==> src/rtl/player_physics.sv <==
// Per-frame player motion engine: one-pixel stepping against collision flags plus PLAY/DEAD/WON state.
// Optional PLAYER_PHYSICS_DOUBLE_JUMP_EN grants one extra airborne jump per airtime.
module player_physics #(
    parameter int START_X      = 20,
    parameter int START_Y      = 344,
    parameter int RUN_SPEED    = 2,
    parameter int JUMP_VEL     = 10,
    parameter int GRAVITY      = 1,
    parameter int MAX_FALL     = 8,
    parameter int DEATH_FRAMES = 60
) (
    input  logic       clk,
    input  logic       rst_n,
    input  logic       frame_tick,
    input  logic       btn_left,
    input  logic       btn_right,
    input  logic       btn_jump,
    input  logic       on_ground,
    input  logic       hit_ceiling,
    input  logic       hit_left_wall,
    input  logic       hit_right_wall,
    input  logic       at_goal_region,
    input  logic       in_lava,
    input  logic [9:0] support_y,
    output logic [9:0] player_x,
    output logic [9:0] player_y,
    output logic [1:0] game_state,
    output logic       dead_pulse,
    output logic       win_pulse
);
    typedef enum logic [2:0] {IDLE, H_MOVE, H_CHK, V_MOVE, V_CHK, EVAL, DEAD, WON} state_t;

    localparam int HW = $clog2(RUN_SPEED + 1);
    localparam int DW = $clog2(DEATH_FRAMES + 1);
    localparam logic [9:0] X_MAX = 10'd623;

    state_t            state;
    logic signed [5:0] vy;
    logic [HW-1:0]     hsteps;
    logic [5:0]        vsteps;
    logic [DW-1:0]     death_cnt;
    logic              dir_left, v_down, v_cont, jump_req, btn_jump_q;
`ifdef PLAYER_PHYSICS_DOUBLE_JUMP_EN
    logic              air_used;
`endif

    logic signed [6:0] vy_grav;
    logic [5:0]        vy_abs;
    logic [9:0]        snap_y;
    logic              respawn;

    assign vy_grav = 7'(vy) + 7'(GRAVITY);
    assign vy_abs  = vy[5] ? 6'(-vy) : 6'(vy);
    assign snap_y  = support_y - 10'd16;
    assign respawn = (state == DEAD && frame_tick && death_cnt == DW'(DEATH_FRAMES - 1)) ||
                     (state == WON && jump_req);

    always_ff @(posedge clk or negedge rst_n) begin
        if (!rst_n) begin
            state      <= IDLE;
            player_x   <= 10'(START_X);
            player_y   <= 10'(START_Y);
            vy         <= '0;
            hsteps     <= '0;
            vsteps     <= '0;
            death_cnt  <= '0;
            dir_left   <= 1'b0;
            v_down     <= 1'b0;
            v_cont     <= 1'b0;
            jump_req   <= 1'b0;
            btn_jump_q <= 1'b0;
            game_state <= 2'd0;
            dead_pulse <= 1'b0;
            win_pulse  <= 1'b0;
`ifdef PLAYER_PHYSICS_DOUBLE_JUMP_EN
            air_used   <= 1'b0;
`endif
        end else begin
            dead_pulse <= 1'b0;
            win_pulse  <= 1'b0;
            btn_jump_q <= btn_jump;
            if (btn_jump && !btn_jump_q)
                jump_req <= 1'b1;

            case (state)
                IDLE: if (frame_tick && game_state == 2'd0) begin
                    hsteps <= HW'(RUN_SPEED);
                    if (btn_left ^ btn_right) begin
                        dir_left <= btn_left;
                        state    <= H_MOVE;
                    end else begin
                        state <= V_MOVE;
                    end
                end
                H_MOVE: begin
                    // A step that would leave the screen ends horizontal motion for this frame.
                    if (dir_left ? (player_x == 10'd0) : (player_x == X_MAX)) begin
                        state <= V_MOVE;
                    end else begin
                        player_x <= dir_left ? player_x - 10'd1 : player_x + 10'd1;
                        state    <= H_CHK;
                    end
                end
                H_CHK: begin
                    if (dir_left ? hit_left_wall : hit_right_wall) begin
                        player_x <= dir_left ? player_x + 10'd1 : player_x - 10'd1;
                        state    <= V_MOVE;
                    end else begin
                        hsteps <= hsteps - HW'(1);
                        state  <= (hsteps == HW'(1)) ? V_MOVE : H_MOVE;
                    end
                end
                V_MOVE: begin
                    if (v_cont) begin
                        v_cont   <= 1'b0;
                        player_y <= v_down ? player_y + 10'd1 : player_y - 10'd1;
                        state    <= V_CHK;
                    end else if (!vy[5] && on_ground) begin
                        player_y <= snap_y;
                        vy       <= '0;
                        state    <= EVAL;
                    end else if (vy == 6'sd0) begin
                        state <= EVAL;
                    end else begin
                        vsteps   <= vy_abs;
                        v_down   <= !vy[5];
                        player_y <= vy[5] ? player_y - 10'd1 : player_y + 10'd1;
                        state    <= V_CHK;
                    end
                end
                V_CHK: begin
                    if (v_down && on_ground) begin
                        player_y <= snap_y;
                        vy       <= '0;
                        state    <= EVAL;
                    end else if (!v_down && hit_ceiling) begin
                        player_y <= player_y + 10'd1;
                        vy       <= '0;
                        state    <= EVAL;
                    end else if (vsteps == 6'd1) begin
                        state <= EVAL;
                    end else begin
                        vsteps <= vsteps - 6'd1;
                        v_cont <= 1'b1;
                        state  <= V_MOVE;
                    end
                end
                EVAL: begin
                    jump_req <= 1'b0;
                    if (in_lava) begin
                        state      <= DEAD;
                        game_state <= 2'd1;
                        dead_pulse <= 1'b1;
                        death_cnt  <= '0;
                    end else if (at_goal_region) begin
                        state      <= WON;
                        game_state <= 2'd2;
                        win_pulse  <= 1'b1;
                    end else begin
                        state <= IDLE;
                        if (on_ground && jump_req)
                            vy <= -6'(JUMP_VEL);
`ifdef PLAYER_PHYSICS_DOUBLE_JUMP_EN
                        else if (!on_ground && jump_req && !air_used) begin
                            vy       <= -6'(JUMP_VEL);
                            air_used <= 1'b1;
                        end
`endif
                        else if (!on_ground)
                            vy <= (vy_grav > 7'(MAX_FALL)) ? 6'(MAX_FALL) : vy_grav[5:0];
`ifdef PLAYER_PHYSICS_DOUBLE_JUMP_EN
                        if (on_ground)
                            air_used <= 1'b0;
`endif
                    end
                end
                DEAD: if (frame_tick) death_cnt <= death_cnt + DW'(1);
                default: ;
            endcase

            // Respawn overrides whatever the state case scheduled this cycle.
            if (respawn) begin
                state      <= IDLE;
                player_x   <= 10'(START_X);
                player_y   <= 10'(START_Y);
                vy         <= '0;
                jump_req   <= 1'b0;
                v_cont     <= 1'b0;
                death_cnt  <= '0;
                game_state <= 2'd0;
`ifdef PLAYER_PHYSICS_DOUBLE_JUMP_EN
                air_used   <= 1'b0;
`endif
            end
        end
    end
endmodule
==> config.mk <==
export PLATFORM = sky130hd
export DESIGN_NAME = player_physics
export DESIGN_NICKNAME = d
export VERILOG_FILES = /design/src/rtl/player_physics.sv
export SDC_FILE = /design/constraint.sdc
export NUM_CORES = 1
export LEC_CHECK = 0
export CORE_MARGIN = 1
export CORE_UTILIZATION = 45
export CTS_CLUSTER_DIAMETER = 30
export DETAILED_ROUTE_END_ITERATION = 8
export HOLD_SLACK_MARGIN = 0.08
export PLACE_DENSITY = 0.73
export RECOVER_POWER = 25
export SETUP_SLACK_MARGIN = 0.2
export SLEW_MARGIN = 5
export SYNTH_ARGS = -nofsm -noshare
export SYNTH_HDL_FRONTEND = slang
export SYNTH_SLANG_ARGS = --single-unit
==> constraint.sdc <==
create_clock -name clk -period 1.96 [get_ports clk]
set_input_delay 0.49 -clock clk [delete_from_list [all_inputs] [get_ports clk]]
set_output_delay 0.49 -clock clk [all_outputs]
set_load 0.05 [all_outputs]
== Word-level counts from Yosys, hierarchy flattened ==
Cells that the tools add are included.

* Register bits after elaboration: 52
* Bits of input ports: 22
* Output and inout bits: 24
* Logic and storage cells: 177

* Add/subtract/negate cells: 10
* Order comparisons: 1
* Eq/ne operators: 34
* Mux-type cells: 75
* Bitwise gates (word level): 4
* Reductions and logical operators: 38

{| class="wikitable"
|+ Operators with widths
! operator !! number
|-
| $mux 10 || 13
|-
| $mux 6 || 20
|-
| $pmux 10 s2 || 2
|-
| $ne 3x3->1 const B || 12
|-
| $pmux 6 s2 || 2
|-
| $mux 3 || 7
|-
| $add 10x1->10 const B || 2
|-
| $sub 10x1->10 const B || 2
|-
| $mux 1 || 18
|-
| $mux 2 || 9
|-
| $pmux 3 s6 || 1
|-
| $pmux 6 s3 || 1
|-
| $ne 2x2->1 const B || 8
|-
| $reduce_and 3->1 || 5
|-
| $reduce_bool 3->1 || 5
|-
| $reduce_and 7->1 || 2
|-
| $eq 3x3->1 const B || 4
|-
| $eq 10x10->1 const B || 1
|-
| $logic_not 10->1 || 1
|-
| $sub 10x5->10 const B || 1
|-
| $logic_and 1x1->1 || 9
|-
| $ne 4x4->1 const B || 2
|-
| $reduce_and 4->1 || 2
|-
| $add 6x2->7 const B || 1
|-
| other kinds (24) || 32
|}

== Longest topological paths before layout ==
Gate-level depths: netlist (run 1).

* Depth in word-level cells: 9
* Gate-level depth with buffers: 10
* Mapped depth without buffers: 8

== Worst setup path after synthesis (run 1) ==
No wires, ideal clock.

* Path type: reg-to-reg
* From: reg player_x[0]
* To: reg player_x[5]
* Setup time: 0.086 ns
* Arrival: 2.216 ns
* Data required time: 1.874 ns
* Setup slack: -0.342 ns
* Stages on the path, launching flop included: 8
* Buffers on the path: 0
* Period minus slack after synthesis: 2.302 ns
* Path through: dfrtp_1 > ha_1 > and3_1 > nand4_1 > a2111oi_2 > nor2_2 > o21ai_0 > mux2i_1

* Longest elaborated chain between the ends: 5
* Elaborated cells on any way between the ends: 13
* Classes of those cells: add/sub: 2; eq/ne: 2; mux: 7; reduce/logical: 2

{| class="wikitable"
|+ RTL lines
! item !! line !! source
|-
| from (decl) || 25 || <nowiki>output logic [9:0] player_x,</nowiki>
|-
| from (signal assigned) || 61 || <nowiki>player_x <= 10'(START_X);</nowiki>
|-
| from (signal assigned) || 100 || <nowiki>player_x <= dir_left ? player_x - 10'd1 : player_x + 10'd1;</nowiki>
|-
| from (signal assigned) || 106 || <nowiki>player_x <= dir_left ? player_x + 10'd1 : player_x - 10'd1;</nowiki>
|-
| $sub 10x1->10 / $add 10x1->10 (equally long branches) || 100, 106 ||
|-
| $mux 10 (on tied branches) || 106, 100 ||
|-
| $mux 10 (on tied branches) || 105, 97 ||
|-
| $pmux 10 s2 || 85 || <nowiki>case (state)</nowiki>
|-
| $mux 10 || 182 || <nowiki>if (respawn) begin</nowiki>
|}

Several ways; a longest one is shown, not always the timed one. The select of a mux whose other input is x is not followed.
A chain may end at the register's enable or synchronous reset.

== Worst setup path after layout (run 1) ==
* From: reg player_x[0]
* To: reg player_x[7]

The elaborated chain is that of the path after synthesis.

==> summary.md, run 1 <==
| Metric | Value |
|---|---|
| Run status | `finished, violations left` |
| Failing checks | `setup timing` |
| Largest net degree at the start of global routing | `25` |
| Worst-margin pin slew | `1.09 ns` |
| Final setup margin | `-0.193 ns` |
| Crit end category | `flip-flop` |
| Vias in the first global route | `4102` |
| Grt ovf | `0` |
| Antenna cells | `0` |
| Synthesized area | `0.00394 mm2` |
| Antenna-violating nets left | `0` |
| Initial Util | `47.3%` |
| # hold bufs at CTS | `0` |
| Drt first pass iters | `5` |
| TritonCTS sink count | `52` |
| Net count after synthesis | `519` |
| CTS max path bufs | `2` |
| Final hold slack | `0.341 ns` |
| Post-synthesis area per instance | `8.13 um2` |
| CTS Buf Count | `5` |
| Final setup violation count | `32` |
| Placed cell count | `693` |
| Static Leak | `2.52 nW` |
| Final worst path period share | `110%` |
| DPL Wire Length | `8770 um` |
| Max VDD drop | `0.731 mV` |
| F_max | `0.465 GHz` |
| Post-place setup slack | `-0.488 ns` |
| Final Util | `71.0%` |
| Pins Over Slew Limit | `0` |
| All-layer global routing usage | `27.2%` |
| GP Congestion | `0.936` |
| Cell Pwr Density | `1700 mW/mm2` |
| Reg2reg start | `player_x[0]$_DFFE_PN0P_` |
| R2r worst-path depth | `8` |
| Area grow syn2layout | `50.2%` |
| CTS tree | `built` |
| Startpoint class of the critical path | `flip-flop` |
| Via count | `4382` |
| YS warnings | `0` |
| FF-to-FF End | `player_x[7]$_DFFE_PN0P_` |
| Reg clk slew, reported paths | `0.11 ns` |
| Final Skew | `0.0175 ns` |
| Worst-path fanout max | `4` |
| Final Power | `10.1 mW` |
| Layout cells sized above 1 | `40.4%` |
| Crit Path Class | `flip-flop to flip-flop` |
| Die Y | `95.6 um` |
| Initial drt markers | `337` |
| Rel. slew slack | `27.3%` |
| Synth area leader | `dfrtp_1` |
| Min cycle time layout | `2.15 ns` |
| WL per Instance | `17.7 um` |
| Post-synthesis sequential area ratio | `33.2%` |
| Most common cell after layout, fill and taps aside | `buf_4` |
| Final non-filler cell total | `729` |
| Top post-synthesis cells by area | `dfrtp_1, o21ai_0, nand2_1` |
| Clock root cell | `clkbuf_8` |
| R2R setup slack | `-0.19 ns` |
| Total negative slack | `-3.06 ns` |
| Launch point of the worst path | `player_x[0]$_DFFE_PN0P_` |
| Worst min-delay path category | `input pin to asynchronous set/reset pin` |
| Area after DPL | `0.00520 mm2` |
| Routed WL | `12900 um` |
| Core ar. | `0.00834 mm2` |
| CP arrival | `2.40 ns` |
| Vias per cell | `6.01` |
| Prevailing post-synth register cell | `dfrtp_1` |
| Most frequent cells in the layout | `buf_4, nor2_1, nand2_1, dfrtp_1, a21oi_1` |
| PortBufs | `45` |
| Post-synth top area share | `29.2%` |
| Synth cell types | `78` |
| Die area | `0.00914 mm2` |
| Initial antenna violation count | `0` |
| # IOs | `46` |
| Die X | `95.6 um` |
| First-pass GRT wire length | `19400 um` |
| Ys async rst share | `100%` |
| Post-synth EDFFs | `0` |
| WP data required | `2.21 ns` |
| Final Hold Fails | `0` |
| FF+latch count, synth | `52` |
| Max cap viols | `0` |
| Design Area, Final | `0.00592 mm2` |
| Post-Syn Instances | `485` |
| H-tree depth | `2` |
| Total Nets Final | `657` |
| Clock Latency Late Sink | `0.31 ns` |
| DRC Markers | `0` |
| RSZ-0062 raised after global routing | `yes` |
| Std cell rows | `33` |
state kept, by name, summed over array words and instances, names as in the netlist, 2 cells and up:
name / count
player_x: 10
player_y: 10
death_cnt: 6
vsteps: 6
vy: 6
state: 3
game_state: 2
hsteps: 2
worst max-delay path: stages (launching register included):
cell and delay [ns]:
dfrtp_4 0.50, buf_4 0.15, ha_4 0.15, and3_4 0.17, nand4_1 0.16, a2111o_1 0.31
nand2_2 0.13, or3_1 0.36, a21oi_1 0.14
cells in the mapped netlist (all sizes together), types with 6 or more instances:
| cell type | n |
|---|---|
| nand4 | 13 |
| nor3b | 6 |
| or3 | 6 |
| inv | 27 |
| dfstp | 6 |
| nor2 | 47 |
| xnor2 | 15 |
| buf | 7 |
| nand2 | 46 |
| xor2 | 13 |
| o21ai | 47 |
| clkbuf | 19 |
| nor3 | 15 |
| mux2i | 6 |
| dfrtp | 46 |
| nor2b | 7 |
| a21oi | 31 |
| o22ai | 8 |
| a211oi | 6 |
| a31oi | 8 |
| nand3 | 14 |
| ha | 12 |
where the power goes:
group / switching (mW) / internal, mW / total, mW
clock network: 0.384 / 0.255 / 0.639
registers: 0.539 / 1.53 / 2.07
logic: 4.01 / 3.36 / 7.37
logic make-up (layout without fill, tap and decap cells):
family | count (synthesis) | after routing | synth area share (%)
simple gates | 183 | 183 | 23.8
buf+inv | 53 | 190 | 5.39
xor+xnor | 28 | 28 | 6.41
fa+ha+maj | 12 | 12 | 3.81
flops | 52 | 52 | 33.2
mux | 9 | 9 | 2.47
compound gates | 148 | 150 | 24.9
worst max-delay path by stage:
| stage | endpoint | slack (ns) | depth (start not counted) |
|---|---|---|---|
| finish | player_x[7]$_DFFE_PN0P_ | -0.19 | 8 |
| global route | player_x[7]$_DFFE_PN0P_ | -0.26 | 8 |
| CTS | player_x[3]$_DFFE_PN0P_ | -0.14 | 10 |
| detailed placement | player_y[0]$_DFFE_PN0P_ | -0.49 | 6 |
| global placement | player_y[7]$_DFFE_PN0P_ | -0.44 | 6 |
| floorplan | player_y[7]$_DFFE_PN0P_ | -0.08 | 8 |
timing repair:
action	CTS	global route
buffers inserted	16	9
gates cloned	0	3
pin swaps	24	26
setup endpoints to repair	44	47
resized for setup	57	52
layout make-up:
| class | instances | area (um2) |
|---|---|---|
| Tap cell | 105 | 131 |
| Inverter | 27 | 109 |
| Clock inverter | 2 | 16.3 |
| Sequential cell | 52 | 1330 |
| Timing Repair Buffer | 155 | 1410 |
| Multi-Input combinational cell | 382 | 2860 |
| Clock buffer | 6 | 72.6 |
| Fill cell | 618 | 2420 |
metal layers:
metal | wire length (um) | global-route usage (%) | vias up | share of wire [%]
met5 | 0 | 0 | - | 0
met1 | 5450 | 35.8 | 2123 | 42
met2 | 6450 | 47.5 | 176 | 50
met4 | 342 | 6.59 | 0 | 2.6
met3 | 681 | 2.87 | 32 | 5.3
li1 | - | - | 2051 | -
Power figures use the tool's default switching activity.
==> run 2, diff against run 1 <==
--- a/config.mk
+++ b/config.mk
@@ -10,7 +10,7 @@
 export CTS_CLUSTER_DIAMETER = 30
 export DETAILED_ROUTE_END_ITERATION = 8
 export HOLD_SLACK_MARGIN = 0.08
-export PLACE_DENSITY = 0.73
+export PLACE_DENSITY = 0.7
 export RECOVER_POWER = 25
 export SETUP_SLACK_MARGIN = 0.2
 export SLEW_MARGIN = 5
==> constraint.sdc (replaced) <==
create_clock -name clk -period 2.6 [get_ports clk]
set_input_delay 0.65 -clock clk [delete_from_list [all_inputs] [get_ports clk]]
set_output_delay 0.65 -clock clk [all_outputs]
set_load 0.05 [all_outputs]
==> run 2 against run 1 <==
Compared with the run above:
- largest cell class unchanged
- die area did not move
- critical path depth shrank 7
- clock skew down 0.0086 ns
- register-to-register slack improved by 0.55 ns
- the flow now finishes without violations
- clock power is 22% lower
- worst setup slack gained 0.43 ns
- count of clock-buffer cells in the layout decreased by 1
- sequential share of layout area increased by 5.4 points
- non-clock buffer count is 85 lower
- final area down 20%
- core utilization down 14 points
==> summary.md, run 2 (synthesis results as in run 1) <==
| Metric | Value |
|---|---|
| Area grow syn2layout | `19.9% (was 50.2%)` |
| Worst-path fanout max | `6 (was 4)` |
| Hold-critical path depth | `1` |
| Max cap viols | `0 (unchanged)` |
| Initial antenna violation count | `0 (unchanged)` |
| Startpoint class of the critical path | `flip-flop (unchanged)` |
| Final worst path period share | `90.8%` |
| FF-to-FF End | `player_x[5]$_DFFE_PN0P_ (was player_x[7]$_DFFE_PN0P_)` |
| Area after DPL | `0.00461 mm2 (was 0.00520 mm2)` |
| GP Congestion | `0.990 (was 0.936)` |
| Min cycle time layout | `2.36 ns` |
| Static Leak | `1.98 nW (was 2.52 nW)` |
| Die area | `0.00914 mm2 (unchanged)` |
| PortBufs | `45 (unchanged)` |
| All-layer global routing usage | `23.9% (was 27.2%)` |
| Die X | `95.6 um (unchanged)` |
| Vias in the first global route | `3522 (was 4102)` |
| R2r worst-path depth | `8 (unchanged)` |
| Core ar. | `0.00834 mm2 (unchanged)` |
| F_max | `0.424 GHz` |
| CP arrival | `1.71 ns (was 2.40 ns)` |
| Rel. slew slack | `12.0% (was 27.3%)` |
| Drt first pass iters | `5 (unchanged)` |
| Layout cells sized above 1 | `11.2% (was 40.4%)` |
| Final setup margin | `0.239 ns (was -0.193 ns)` |
| Antenna cells | `0 (unchanged)` |
| Initial Util | `47.3% (unchanged)` |
| DRC Markers | `0 (unchanged)` |
| Critical path depth in cells | `1 (was 8)` |
| Worst Path Buf+Inv | `1 (unchanged)` |
| Routed WL | `10300 um (was 12900 um)` |
| Grt ovf | `0 (unchanged)` |
| Final Util | `56.7% (was 71.0%)` |
| RSZ-0062 raised after global routing | `yes (unchanged)` |
| Design Area, Final | `0.00473 mm2 (was 0.00592 mm2)` |
| Postcts setup bufs | `0 (was 16)` |
| WL per Instance | `16.1 um (was 17.7 um)` |
| H-tree depth | `2 (unchanged)` |
| Crit Path Class | `flip-flop to output port (was flip-flop to flip-flop)` |
| Clock Latency Late Sink | `0.32 ns (was 0.31 ns)` |
| Via count | `3847 (was 4382)` |
| Initial drt markers | `170 (was 337)` |
| Most frequent cells in the layout | `nand2_1, nor2_1, dfrtp_1, o21ai_0, clkdlybuf4s50_1 (was buf_4, nor2_1, nand2_1, dfrtp_1, a21oi_1)` |
| CTS max path bufs | `2 (unchanged)` |
| Placed cell count | `634 (was 693)` |
| # IOs | `46 (unchanged)` |
| Reg clk slew, reported paths | `0.10 ns (was 0.11 ns)` |
| Slowest cell on the critical path | `clkdlybuf4s50_1 (was dfrtp_4)` |
| First-pass GRT wire length | `17100 um (was 19400 um)` |
| Hold Path End | `death_cnt[0]$_DFFE_PN0P_` |
| CP max stage delay | `0.82 ns (was 0.50 ns)` |
| Worst-margin pin slew | `1.32 ns (was 1.09 ns)` |
| Final setup violation count | `0 (was 32)` |
| Hold Crit Start | `death_cnt[0]$_DFFE_PN0P_` |
| Crit end category | `output port (was flip-flop)` |
| CTS Buf Count | `5 (unchanged)` |
| Largest net degree at the start of global routing | `30 (was 25)` |
| Worst min-delay path category | `flip-flop to flip-flop (was input pin to asynchronous set/reset pin)` |
| CP cell instances | `clkdlybuf4s50_1 (was buf_4 > ha_4 > and3_4 > nand4_1 > a2111o_1 > nand2_2 > or3_1 > a21oi_1)` |
| Post-place setup slack | `-0.0206 ns (was -0.488 ns)` |
| R2R setup slack | `0.36 ns (was -0.19 ns)` |
| Total Nets Final | `570 (was 657)` |
| Cell family contributing the most delay on the critical path | `buffers and inverters (was simple AND/OR/NAND/NOR gates)` |
| Max VDD drop | `0.531 mV (was 0.731 mV)` |
| DPL Wire Length | `7840 um (was 8770 um)` |
| Largest regs | `player_x: 10 flops, player_y: 10 flops (unchanged)` |
| TritonCTS sink count | `52 (unchanged)` |
| Launch point of the worst path | `player_y[6]$_DFFE_PN1P_ (was player_x[0]$_DFFE_PN0P_)` |
| Final Hold Fails | `0 (unchanged)` |
| Vias per cell | `5.99 (was 6.01)` |
| Reg2reg start | `player_x[0]$_DFFE_PN0P_ (unchanged)` |
| Clock root cell | `clkbuf_8 (unchanged)` |
| Pins Over Slew Limit | `0 (unchanged)` |
| CTS tree | `built (unchanged)` |
| Cell Pwr Density | `1220 mW/mm2 (was 1700 mW/mm2)` |
| Die Y | `95.6 um (unchanged)` |
| Std cell rows | `33 (unchanged)` |
| Run status | `complete, no violations (was finished, violations left)` |
| Final non-filler cell total | `642 (was 729)` |
| Antenna-violating nets left | `0 (unchanged)` |
| Final Skew | `0.00885 ns (was 0.0175 ns)` |
| WP data required | `1.95 ns (was 2.21 ns)` |
run 2: cell types whose count changed in the layout (fill, tap and decap cells not counted), moves of 8 or more:
cell	delta
buf_4	-79
buf_6	-18
clkdlybuf4s50_1	+15
nand2_1	+9
nor2_1	+8
o21ai_0	+20
o21ai_2	-14
run 2: routing by layer:
metal,track usage (%),wire (um)
met2,39.4,4910
met4,6.72,136
met3,3.83,572
met1,32.3,4720
met5,0,0
run 2: power breakdown:
part | leakage (nW) | switching (mW) | internal (mW) | total [mW]
Clock | 0.0463 | 0.298 | 0.198 | 0.496
Combinational | 1.27 | 2.15 | 1.43 | 3.58
Sequential | 0.656 | 0.532 | 1.14 | 1.67
Total | 1.98 | 2.98 | 2.76 | 5.74
run 2: timing repair:
item / in CTS / in global routing
endpoints found under the setup margin: 4 / 20
resized for setup: 4 / 12
hold buffers: 0 / 0
run 2: cell type report:
cell class / instances / area [um2]
clock buffer: 5 / 68.8
clock inverter: 3 / 27.5
fill: 759 / 3610
inverter: 27 / 101
multi-input combinational: 380 / 2450
sequential: 52 / 1310
tap: 105 / 131
timing repair buffer: 70 / 639
run 2: worst max-delay path by stage:
stage | endpoint | slack (ns)
6_report | player_y[6] | 0.24
5_1_grt | player_x[8] | 0.19
4_1_cts | player_x[0] | 0.20
3_5_place_dp | player_y[7]$_DFFE_PN0P_ | -0.02
3_3_place_gp | player_y[4]$_DFFE_PN1P_ | 0.008
2_1_floorplan | player_x[5]$_DFFE_PN0P_ | 0.30
run 2: metrics by stage:
step	setup TNS, ns	total power [mW]	hold slack [ns]
after floorplan	0	4.19	0.354
after global placement	0	5.17	0.492
after detailed placement	-0.0308	5.22	0.497
after CTS	0	5.71	0.332
after global routing	0	6.20	0.527
final	0	5.74	0.514
